==> config.mk <==
export PLATFORM = sky130hd
export DESIGN_NAME = bnn_fc_scheduler_flat
export DESIGN_NICKNAME = d
export VERILOG_FILES = /design/src/rtl/bnn_fc_scheduler_pkg.sv /design/src/rtl/bnn_fc_scheduler_if.sv /design/src/rtl/bnn_fc_scheduler_xnor_popcount_plane.sv /design/src/rtl/bnn_fc_scheduler.sv /design/src/flat_wrapper.sv
export SDC_FILE = /design/constraint.sdc
export NUM_CORES = 1
export LEC_CHECK = 0
export ABC_CLOCK_PERIOD_IN_PS = 6700
export CAP_MARGIN = 20
export CORE_AREA = 2 2 142 88
export DETAILED_ROUTE_END_ITERATION = 16
export DIE_AREA = 0 0 144 90
export GPL_TIMING_DRIVEN = 0
export PLACE_DENSITY = 0.77
export SYNTH_ARGS = -nofsm -noshare
export SYNTH_HDL_FRONTEND = slang
export SYNTH_SLANG_ARGS = --single-unit
==> constraint.sdc <==
create_clock -name clk -period 6.7 [get_ports clk]
set_clock_uncertainty 0.2 [all_clocks]
set_input_delay 2.01 -clock clk [delete_from_list [all_inputs] [get_ports clk]]
set_output_delay 2.01 -clock clk [all_outputs]
set_load 0.02 [all_outputs]
==> src/rtl/bnn_fc_scheduler_pkg.sv <==
// Shared types and width helpers for the binary fully-connected layer scheduler.
package bnn_fc_scheduler_pkg;

  typedef enum logic [2:0] {
    IDLE,
    FETCH,
    WLATCH,
    COMPUTE,
    EMIT
  } state_t;

  // Signed accumulator width: holds +/- IN_DIM * (2^CH_CNT - 1) with a sign bit.
  function automatic int acc_width(input int in_dim, input int ch_cnt);
    return $clog2(in_dim + 1) + ch_cnt + 1;
  endfunction

  // Index width that never collapses to zero bits for single-entry ranges.
  function automatic int idx_width(input int n);
    return (n > 1) ? $clog2(n) : 1;
  endfunction

endpackage

==> src/rtl/bnn_fc_scheduler_if.sv <==
// Input, weight-memory and result channels of the scheduler, bundled together.
// The slave modport is the scheduler itself; master is the surrounding system.
interface bnn_fc_scheduler_if
  import bnn_fc_scheduler_pkg::*;
#(
  parameter int IN_DIM    = 16,
  parameter int OUT_DIM   = 8,
  parameter int BIT_WIDTH = 4,
  parameter int CH_CNT    = 4
);
  localparam int ACC_W = acc_width(IN_DIM, CH_CNT);
  localparam int IDX_W = idx_width(OUT_DIM);

  logic                        in_valid;
  logic                        in_ready;
  logic [IN_DIM*BIT_WIDTH-1:0] value_in;
  logic                        w_rd_en;
  logic [IDX_W-1:0]            w_addr;
  logic [IN_DIM-1:0]           w_rdata;
  logic                        out_valid;
  logic                        out_ready;
  logic [ACC_W-1:0]            out_data;
  logic [IDX_W-1:0]            out_idx;
  logic                        out_last;
  logic                        busy;

  modport slave (
    input  in_valid, value_in, w_rdata, out_ready,
    output in_ready, w_rd_en, w_addr, out_valid, out_data, out_idx, out_last, busy
  );

  modport master (
    output in_valid, value_in, w_rdata, out_ready,
    input  in_ready, w_rd_en, w_addr, out_valid, out_data, out_idx, out_last, busy
  );

endinterface

==> src/rtl/bnn_fc_scheduler_xnor_popcount_plane.sv <==
// One bit-plane contribution: (2*popcount(xnor(weight, plane)) - IN_DIM) << shift.
module xnor_popcount_plane #(
  parameter int IN_DIM = 16,
  parameter int ACC_W  = 10,
  parameter int SH_W   = 2
) (
  input  logic [IN_DIM-1:0]       weight,
  input  logic [IN_DIM-1:0]       plane,
  input  logic [SH_W-1:0]         shift,
  output logic signed [ACC_W-1:0] term
);
  localparam int CNT_W = $clog2(IN_DIM + 1);

  logic [CNT_W-1:0]        pop;
  logic signed [ACC_W-1:0] base;

  // Count positions where the weight bit agrees with the plane bit.
  always_comb begin
    pop = '0;
    for (int j = 0; j < IN_DIM; j++) begin
      pop = pop + CNT_W'(~(weight[j] ^ plane[j]));
    end
  end

  assign base = signed'({{(ACC_W - CNT_W - 1){1'b0}}, pop, 1'b0}) - signed'(ACC_W'(IN_DIM));
  assign term = base <<< shift;

endmodule

==> src/rtl/bnn_fc_scheduler.sv <==
// Sequences one binary fully-connected layer: fetch a weight row per neuron,
// accumulate one bit-plane per cycle, then hand the signed sum out.
module bnn_fc_scheduler
  import bnn_fc_scheduler_pkg::*;
#(
  parameter int IN_DIM    = 16,
  parameter int OUT_DIM   = 8,
  parameter int BIT_WIDTH = 4,
  parameter int CH_CNT    = 4
) (
  input logic              clk,
  input logic              rst_n,
  bnn_fc_scheduler_if.slave bus
);
  localparam int ACC_W = acc_width(IN_DIM, CH_CNT);
  localparam int IDX_W = idx_width(OUT_DIM);
  localparam int CH_W  = idx_width(CH_CNT);
  localparam int VAL_W = IN_DIM * BIT_WIDTH;

  state_t                  state, state_nxt;
  logic [VAL_W-1:0]        value_reg;
  logic [IN_DIM-1:0]       w_reg;
  logic [IN_DIM-1:0]       plane;
  logic signed [ACC_W-1:0] acc;
  logic signed [ACC_W-1:0] term;
  logic [CH_W-1:0]         ch_cnt;
  logic [IDX_W-1:0]        idx;
  logic                    last_idx;
  logic                    last_ch;

  assign last_idx = (idx == IDX_W'(OUT_DIM - 1));
  assign last_ch  = (ch_cnt == CH_W'(CH_CNT - 1));

  // Bit-plane c collects bit c of every input element.
  for (genvar j = 0; j < IN_DIM; j++) begin : g_plane
    logic [CH_CNT-1:0] elem_bits;
    assign elem_bits = value_reg[j*BIT_WIDTH +: CH_CNT];
    assign plane[j]  = elem_bits[ch_cnt];
  end

  xnor_popcount_plane #(
    .IN_DIM(IN_DIM),
    .ACC_W (ACC_W),
    .SH_W  (CH_W)
  ) u_plane (
    .weight(w_reg),
    .plane (plane),
    .shift (ch_cnt),
    .term  (term)
  );

  // State register; reset abandons any layer in progress.
  always_ff @(posedge clk or negedge rst_n) begin
    if (!rst_n) state <= IDLE;
    else        state <= state_nxt;
  end

  // Next-state and handshake/control outputs, decoded from the current state.
  always_comb begin
    state_nxt     = state;
    bus.in_ready  = 1'b0;
    bus.w_rd_en   = 1'b0;
    bus.out_valid = 1'b0;
    bus.out_last  = 1'b0;
    bus.busy      = 1'b1;
    case (state)
      IDLE: begin
        bus.in_ready = 1'b1;
        bus.busy     = 1'b0;
        if (bus.in_valid) state_nxt = FETCH;
      end
      FETCH: begin
        bus.w_rd_en = 1'b1;
        state_nxt   = WLATCH;
      end
      WLATCH: state_nxt = COMPUTE;
      COMPUTE: begin
        if (last_ch) state_nxt = EMIT;
      end
      EMIT: begin
        bus.out_valid = 1'b1;
        bus.out_last  = last_idx;
        if (bus.out_ready) state_nxt = last_idx ? IDLE : FETCH;
      end
      default: state_nxt = IDLE;
    endcase
  end

  // Datapath: input/weight capture, per-plane accumulation and neuron stepping.
  always_ff @(posedge clk or negedge rst_n) begin
    if (!rst_n) begin
      value_reg <= '0;
      w_reg     <= '0;
      acc       <= '0;
      ch_cnt    <= '0;
      idx       <= '0;
    end else begin
      case (state)
        IDLE: begin
          if (bus.in_valid) begin
            value_reg <= bus.value_in;
            idx       <= '0;
          end
        end
        WLATCH: begin
          w_reg  <= bus.w_rdata;
          acc    <= '0;
          ch_cnt <= '0;
        end
        COMPUTE: begin
          acc <= acc + term;
          if (!last_ch) ch_cnt <= ch_cnt + 1'b1;
        end
        EMIT: begin
          if (bus.out_ready && !last_idx) idx <= idx + 1'b1;
        end
        default: ;
      endcase
    end
  end

  assign bus.w_addr   = idx;
  assign bus.out_idx  = idx;
  assign bus.out_data = acc;

endmodule

==> src/flat_wrapper.sv <==
// flat-port wrapper written by rule: the top's interface ports become plain ports
module bnn_fc_scheduler_flat import bnn_fc_scheduler_pkg::*;
#(
  parameter int IN_DIM    = 16,
  parameter int OUT_DIM   = 8,
  parameter int BIT_WIDTH = 4,
  parameter int CH_CNT    = 4
)
  (clk, rst_n, bus_in_valid, bus_value_in, bus_w_rdata, bus_out_ready, bus_in_ready, bus_w_rd_en, bus_w_addr, bus_out_valid, bus_out_data, bus_out_idx, bus_out_last, bus_busy);
  bnn_fc_scheduler_if #(.IN_DIM(IN_DIM), .OUT_DIM(OUT_DIM), .BIT_WIDTH(BIT_WIDTH), .CH_CNT(CH_CNT)) bus_i ();
  input logic clk;
  input logic rst_n;
  input wire logic [$bits(bus_i.in_valid)-1:0] bus_in_valid;
  input wire logic [$bits(bus_i.value_in)-1:0] bus_value_in;
  input wire logic [$bits(bus_i.w_rdata)-1:0] bus_w_rdata;
  input wire logic [$bits(bus_i.out_ready)-1:0] bus_out_ready;
  output wire logic [$bits(bus_i.in_ready)-1:0] bus_in_ready;
  output wire logic [$bits(bus_i.w_rd_en)-1:0] bus_w_rd_en;
  output wire logic [$bits(bus_i.w_addr)-1:0] bus_w_addr;
  output wire logic [$bits(bus_i.out_valid)-1:0] bus_out_valid;
  output wire logic [$bits(bus_i.out_data)-1:0] bus_out_data;
  output wire logic [$bits(bus_i.out_idx)-1:0] bus_out_idx;
  output wire logic [$bits(bus_i.out_last)-1:0] bus_out_last;
  output wire logic [$bits(bus_i.busy)-1:0] bus_busy;
  assign bus_i.in_valid = bus_in_valid;
  assign bus_i.value_in = bus_value_in;
  assign bus_i.w_rdata = bus_w_rdata;
  assign bus_i.out_ready = bus_out_ready;
  assign bus_in_ready = bus_i.in_ready;
  assign bus_w_rd_en = bus_i.w_rd_en;
  assign bus_w_addr = bus_i.w_addr;
  assign bus_out_valid = bus_i.out_valid;
  assign bus_out_data = bus_i.out_data;
  assign bus_out_idx = bus_i.out_idx;
  assign bus_out_last = bus_i.out_last;
  assign bus_busy = bus_i.busy;
  bnn_fc_scheduler #(.IN_DIM(IN_DIM), .OUT_DIM(OUT_DIM), .BIT_WIDTH(BIT_WIDTH), .CH_CNT(CH_CNT)) u_core (.clk(clk), .rst_n(rst_n), .bus(bus_i));
endmodule
### Word-level counts from Yosys, hierarchy flattened

Index checks and enable logic that the tools add are counted.

| word-level totals | value |
|---|---|
| bits in registers | 98 |
| word-level logic and storage cells | 127 |
| output and inout port bits | 21 |
| input port bits | 84 |

| operators by class | value |
|---|---|
| multiplexer cells | 48 |
| add/subtract/negate cells | 19 |
| shift-type cells | 1 |
| reductions and logical operators | 9 |
| eq/ne operators | 11 |
| $lt $le $gt $ge | 1 |
| bitwise gates (word level) | 32 |

Operator list:

| operator | number |
|---|---|
| $add A5 B5 Y5 | 15 |
| $not A1 Y5 | 15 |
| $bmux W1 S2 | 16 |
| $mux W1 | 22 |
| $pmux W10 S2 | 1 |
| $xor A1 B1 Y1 | 16 |
| $mux W3 | 5 |
| $pmux W3 S5 | 1 |
| $add A10 B10 Y10 | 1 |
| $sshl A7 B2 Y10 | 1 |
| $sub A6 B5 Y7 const B | 1 |
| $eq A3 B2 Y1 const B | 2 |
| $eq A3 B3 Y1 const B | 2 |
| $ne A2 B2 Y1 const B | 3 |
| $pmux W3 S2 | 1 |
| $reduce_and A3 Y1 | 2 |
| $not A5 Y5 | 1 |
| $ne A2 B1 Y1 const B | 2 |
| $pmux W2 S2 | 1 |
| $reduce_and A2 Y1 | 2 |
| $reduce_bool A2 Y1 | 2 |
| $add A3 B1 Y3 const B | 1 |
| $eq A3 B1 Y1 const B | 1 |
| $logic_not A3 Y1 | 1 |
| other kinds (6) | 6 |

### Longest topological paths before layout

| logic depth | value |
|---|---|
| depth in word-level cells | 23 |
| depth in mapped cells | 26 |
| depth with buffers taken out | 24 |

### Cells and area by module

Synthesis repeated with hierarchy kept, for this count alone.

| unflattened totals | value |
|---|---|
| cell total of the unflattened synthesis | 407 |
| area, all modules | 5512.8 um2 |

Modules (own cells, without submodules):

| module | times used | area each (um2) | seq. area each (um2) | cells an instance |
|---|---|---|---|---|
| bnn_fc_scheduler | 1 | 4817.1 | 2452.4 | 337 |
| xnor_popcount_plane | 1 | 695.7 | 0.0 | 70 |

### Least setup slack after synthesis

OpenSTA, ideal clock, no wires.

| timing path | value |
|---|---|
| path type | register to register |
| from | register u_core.ch_cnt[0] |
| to | register u_core.acc[8], in the netlist u_core.bus.out_data[8] |
| slack | 0.057 ns |
| buffers on the path | 2 |
| data arrival time | 6.314 ns |
| cell stages (with the launch flop) | 24 |
| clock period less this slack | 6.643 ns |
| library setup time | 0.129 ns |
| required time | 6.371 ns |
| path through | dfrtp_1 -> buf_2 -> buf_2 -> mux4_2 -> xnor2_1 -> fa_1 -> inv_1 -> fa_1 -> fa_1 -> fa_1 -> inv_1 -> ha_1 -> a21o_1 -> a21oi_1 -> xor2_1 -> ha_1 -> mux2_2 -> mux2i_1 -> ha_1 -> or4_1 -> o21ai_0 -> o21bai_1 -> xor2_1 -> o31ai_1 |

| on the way | value |
|---|---|
| cells in the longest elaborated chain, start to end | 23 |
| elaborated cells between the ends (all ways) | 83 |
| those cells by class | add/sub: 17; shift: 1; mux: 33; bitwise: 32 |

Ends and longest elaborated chain:

| what | RTL line | source |
|---|---|---|
| start, declared | bnn_fc_scheduler.sv:26 | `logic [CH_W-1:0] ch_cnt;` |
| start signal, assigned | bnn_fc_scheduler.sv:112 | `if (!last_ch) ch_cnt <= ch_cnt + 1'b1;` |
| $bmux W1 S2 | bnn_fc_scheduler.sv:38 | `assign plane[j] = elem_bits[ch_cnt];` |
| $mux W1 (implied by the code) | bnn_fc_scheduler.sv:38 |  |
| $xor A1 B1 Y1 | bnn_fc_scheduler_xnor_popcount_plane.sv:21 | `pop = pop + CNT_W'(~(weight[j] ^ plane[j]));` |
| $not A5 Y5 / $not A1 Y5 (equally long branches) | bnn_fc_scheduler_xnor_popcount_plane.sv:21 |  |
| $add A5 B5 Y5 (15 in series) | bnn_fc_scheduler_xnor_popcount_plane.sv:21 |  |
| $sub A6 B5 Y7 | bnn_fc_scheduler_xnor_popcount_plane.sv:25 | `assign base = signed'({{(ACC_W - CNT_W - 1){1'b0}}, pop, 1'b0}) - signed'(ACC_W'(IN_DIM));` |
| $sshl A7 B2 Y10 * | bnn_fc_scheduler_xnor_popcount_plane.sv:26 | `assign term = base <<< shift;` |
| $add A10 B10 Y10 * | bnn_fc_scheduler.sv:111 | `acc <= acc + term;` |
| $pmux W10 S2 * | bnn_fc_scheduler.sv:98 | `case (state)` |
| end signal, assigned | bnn_fc_scheduler.sv:111 |  |
| end, declared | bnn_fc_scheduler.sv:24 | `logic signed [ACC_W-1:0] acc;` |

Every way passes the cells marked *; elsewhere a longest branch is shown, timed or not. The select of a mux whose other input is x is not followed.
A chain may end at the register's enable or synchronous reset.

### Worst setup path after layout

Same ends and word-level chain as after synthesis.

==> impl_metrics.py <==
metrics = {
    "synth": {
        "synth_edf_count": 0,
        "yosysSeqAreaShare_pct": 45.0,
        "netlist_instances": 381,
        "synth.distinct_cells": 43,
        "ys_top_cells_by_count": "97 x dfrtp_1, 51 x mux2_4, 32 x mux2_2, 19 x nand2_1, 17 x ha_1",
        "synth_nets": 493,
        "yosysTopAreaCellShare_pct": 45.0,
        "ys_ff_latch": 97,
        "syn-cell-area_um2": 5390,
        "synth.largest_area_cell": "dfrtp_1",
        "synth_warnings": 0,
        "synth_flop_cell": "dfrtp_1",
        "synth.avg_cell_area_um2": 14.2,
        "synthTopCellsByArea": "dfrtp_1 45%, mux2_4 14%, mux2_2 6.7%",
        "synth_most_common_cell": "dfrtp_1",
        "async_reset_ff_share_pct": 100,
    },
    "finish": {
        "antenna_cells": 0,
        "drive_gt1_share_pct": 32.6,
        "layoutNonFillerInstCount": 678,
        "fillers": 904,
        "post-route-util_pct": 61.4,
        "final_nets": 620,
        "area_delta_synth_final_pct": 33.9,
        "largest_reg_flops": 64,
    },
    "detailed_routing": {
        "wl_per_cell_um": 17.9,
        "dr.pass1.iters": 4,
        "via_per_inst": 5.10,
        "num_vias": 3461,
        "routed_wirelength_um": 12100,
        "drc": 0,
        "postRouteAntennaNets": 0,
        "drt_iter0_markers": 121,
    },
    "setup_path": {
        "crit_required_ps": 6750,
        "crit_path_end_kind": "flop",
        "crit_type": "reg -> reg",
        "crit_fanout": 5,
        "crit_arrival_ps": 6580,
        "start_kind": "flop",
    },
    "timing": {
        "setup-violations-final": 0,
        "fmax_ghz": 0.153,
        "rsz0062_at_grt": "true",
        "relSlewSlack_pct": 62.9,
        "timing.final.crit_period_ps": 6530,
        "finalHoldViolations": 0,
        "hold_slack_ps": 308,
        "maxSlewViolCount": 0,
        "final.period_utilization_pct": 97.5,
        "setup_tns_ps": 0,
        "worst_slew_pin_slew_ps": 555,
    },
    "global_routing": {
        "antenna_found_initial": 0,
        "grtUsageTotal_pct": 19.4,
        "grt_pass1_wl_um": 19000,
        "grt_max_degree": 72,
        "overflow": 0,
        "grt_pass1_vias": 3538,
    },
    "floorplan": {
        "dieArea_um2": 13000,
        "dieHeight_um": 90,
        "die_width_um": 144,
        "std_cell_rows": 31,
        "ios": 105,
        "coreArea_um2": 11800,
        "start_util_pct": 45.9,
    },
    "flow_run": {
        "drv_cap": 0,
    },
    "cts": {
        "cts_max_level": 3,
        "clockRootBuffer": "clkbuf_16",
        "cts_tree": "built",
        "clk_path_buf_depth": 2,
        "cts_hold_buf": 0,
        "clk_pin_slew_ps": 70,
        "cts_inserted_buffers": 9,
        "clkSinkCount": 97,
        "clock_latency_ps": 340,
    },
    "hold_path": {
        "hold_class": "reg -> reg",
    },
    "placed_design": {
        "gp_congestion": 0.847,
        "dp_cells": 650,
        "io_buffers": 103,
        "hpwlAfterDp_um": 9030,
    },
    "run_status": {
        "status": "finished, final reports clean",
    },
}
-- per-stage QoR --
step                setup WS, ps  cell area (µm²)
CTS                         26.5             7070
floorplan                   57.4             5390
detailed placement          -735             6650
global route               -35.3             7220
finish                       170             7220
global placement            -639             6630
-- final cells by class --
cell class / count / area (µm²) / area share, %
Buffer: 21 / 245 / 3.40
Clock inverter: 6 / 90.1 / 1.25
Sequential cell: 97 / 2430 / 33.6
Multi-Input combinational cell: 246 / 2790 / 38.6
Clock buffer: 10 / 229 / 3.17
Inverter: 16 / 60.1 / 0.832
Tap cell: 165 / 206 / 2.86
Timing Repair Buffer: 117 / 1170 / 16.3
-- routing by layer --
metal	share of wire, %	track usage [%]	vias to the layer above
met4	0.46	3.43	0
met3	6.7	6.34	5
li1	-	-	1612
met5	0	0	-
met2	45	28.1	94
met1	48	28.8	1750
-- worst max-delay path, cell delays in order, from the launching register on --
cell and delay [ps]:
dfrtp_1 400, buf_12 130, buf_12 130, buf_6 100, mux4_2 510, xnor2_2 170, fa_1 490, inv_2 40
fa_1 540, fa_1 440, fa_1 540, inv_1 50, ha_2 190, fa_2 370, a21o_1 190, nand2_2 80
ha_4 200, mux2_2 270, mux2i_1 170, ha_1 270, or4_1 400, o21ai_1 90, o21bai_4 140, xor2_1 80
o31ai_1 230
-- cell usage in the layout, fill, tap and decap left out, types with 3 or more instances in the layout --
master	synthesis	final
a21oi_1	8	6
xnor2_2	0	4
a21o_1	4	4
buf_12	6	8
nor2_1	5	5
or4_1	3	3
nand2_1	19	18
clkdlybuf4s50_1	0	102
xnor2_1	11	6
nor3_1	4	4
nand3_1	5	5
inv_1	15	13
mux4_2	16	16
buf_4	6	19
o21ai_0	12	10
ha_1	17	15
mux2i_1	8	8
mux2_4	51	51
and3_1	3	3
mux2_2	32	32
dfrtp_1	97	96
clkbuf_1	4	4
a22o_1	3	3
fa_1	11	10
clkbuf_16	0	10
xor2_1	12	11
inv_2	1	3
-- logic make-up after synthesis --
family,after synthesis,share of synthesized area (%)
AO/OA/AOI/OAI,39,4.50
AND/OR/NAND/NOR,48,4.50
multiplexers,107,29.1
buffers and inverters,38,5.08
other,1,0.0696
adder cells (fa/ha/maj),28,8.03
XOR/XNOR,23,3.74
flip-flops,97,45.0
-- repair_timing --
item	CTS	global route
cloned	0	1
buffers inserted	7	5
gates resized for setup	14	18
endpoints found under the setup margin	5	3
pin swaps	2	11
-- final timing paths --
check                      slack (ps)                            start  cells after the start                                  to
min reg2reg                       310  u_core.value_reg[0]$_DFFE_PN0P_                      1     u_core.value_reg[0]$_DFFE_PN0P_
max in group asynchronous        4270                            rst_n                      2     u_core.value_reg[6]$_DFFE_PN0P_
min                               310  u_core.value_reg[0]$_DFFE_PN0P_                      1     u_core.value_reg[0]$_DFFE_PN0P_
max                               170     u_core.ch_cnt[0]$_DFFE_PN0P_                     24  u_core.bus.out_data[8]$_DFFE_PN0P_
min in group asynchronous        1370                            rst_n                      1    u_core.value_reg[14]$_DFFE_PN0P_
max reg2reg                       170     u_core.ch_cnt[0]$_DFFE_PN0P_                     24  u_core.bus.out_data[8]$_DFFE_PN0P_
Power is not shown: default switching activity piles up to over one toggle a cycle in this logic, so the estimate is an artifact.
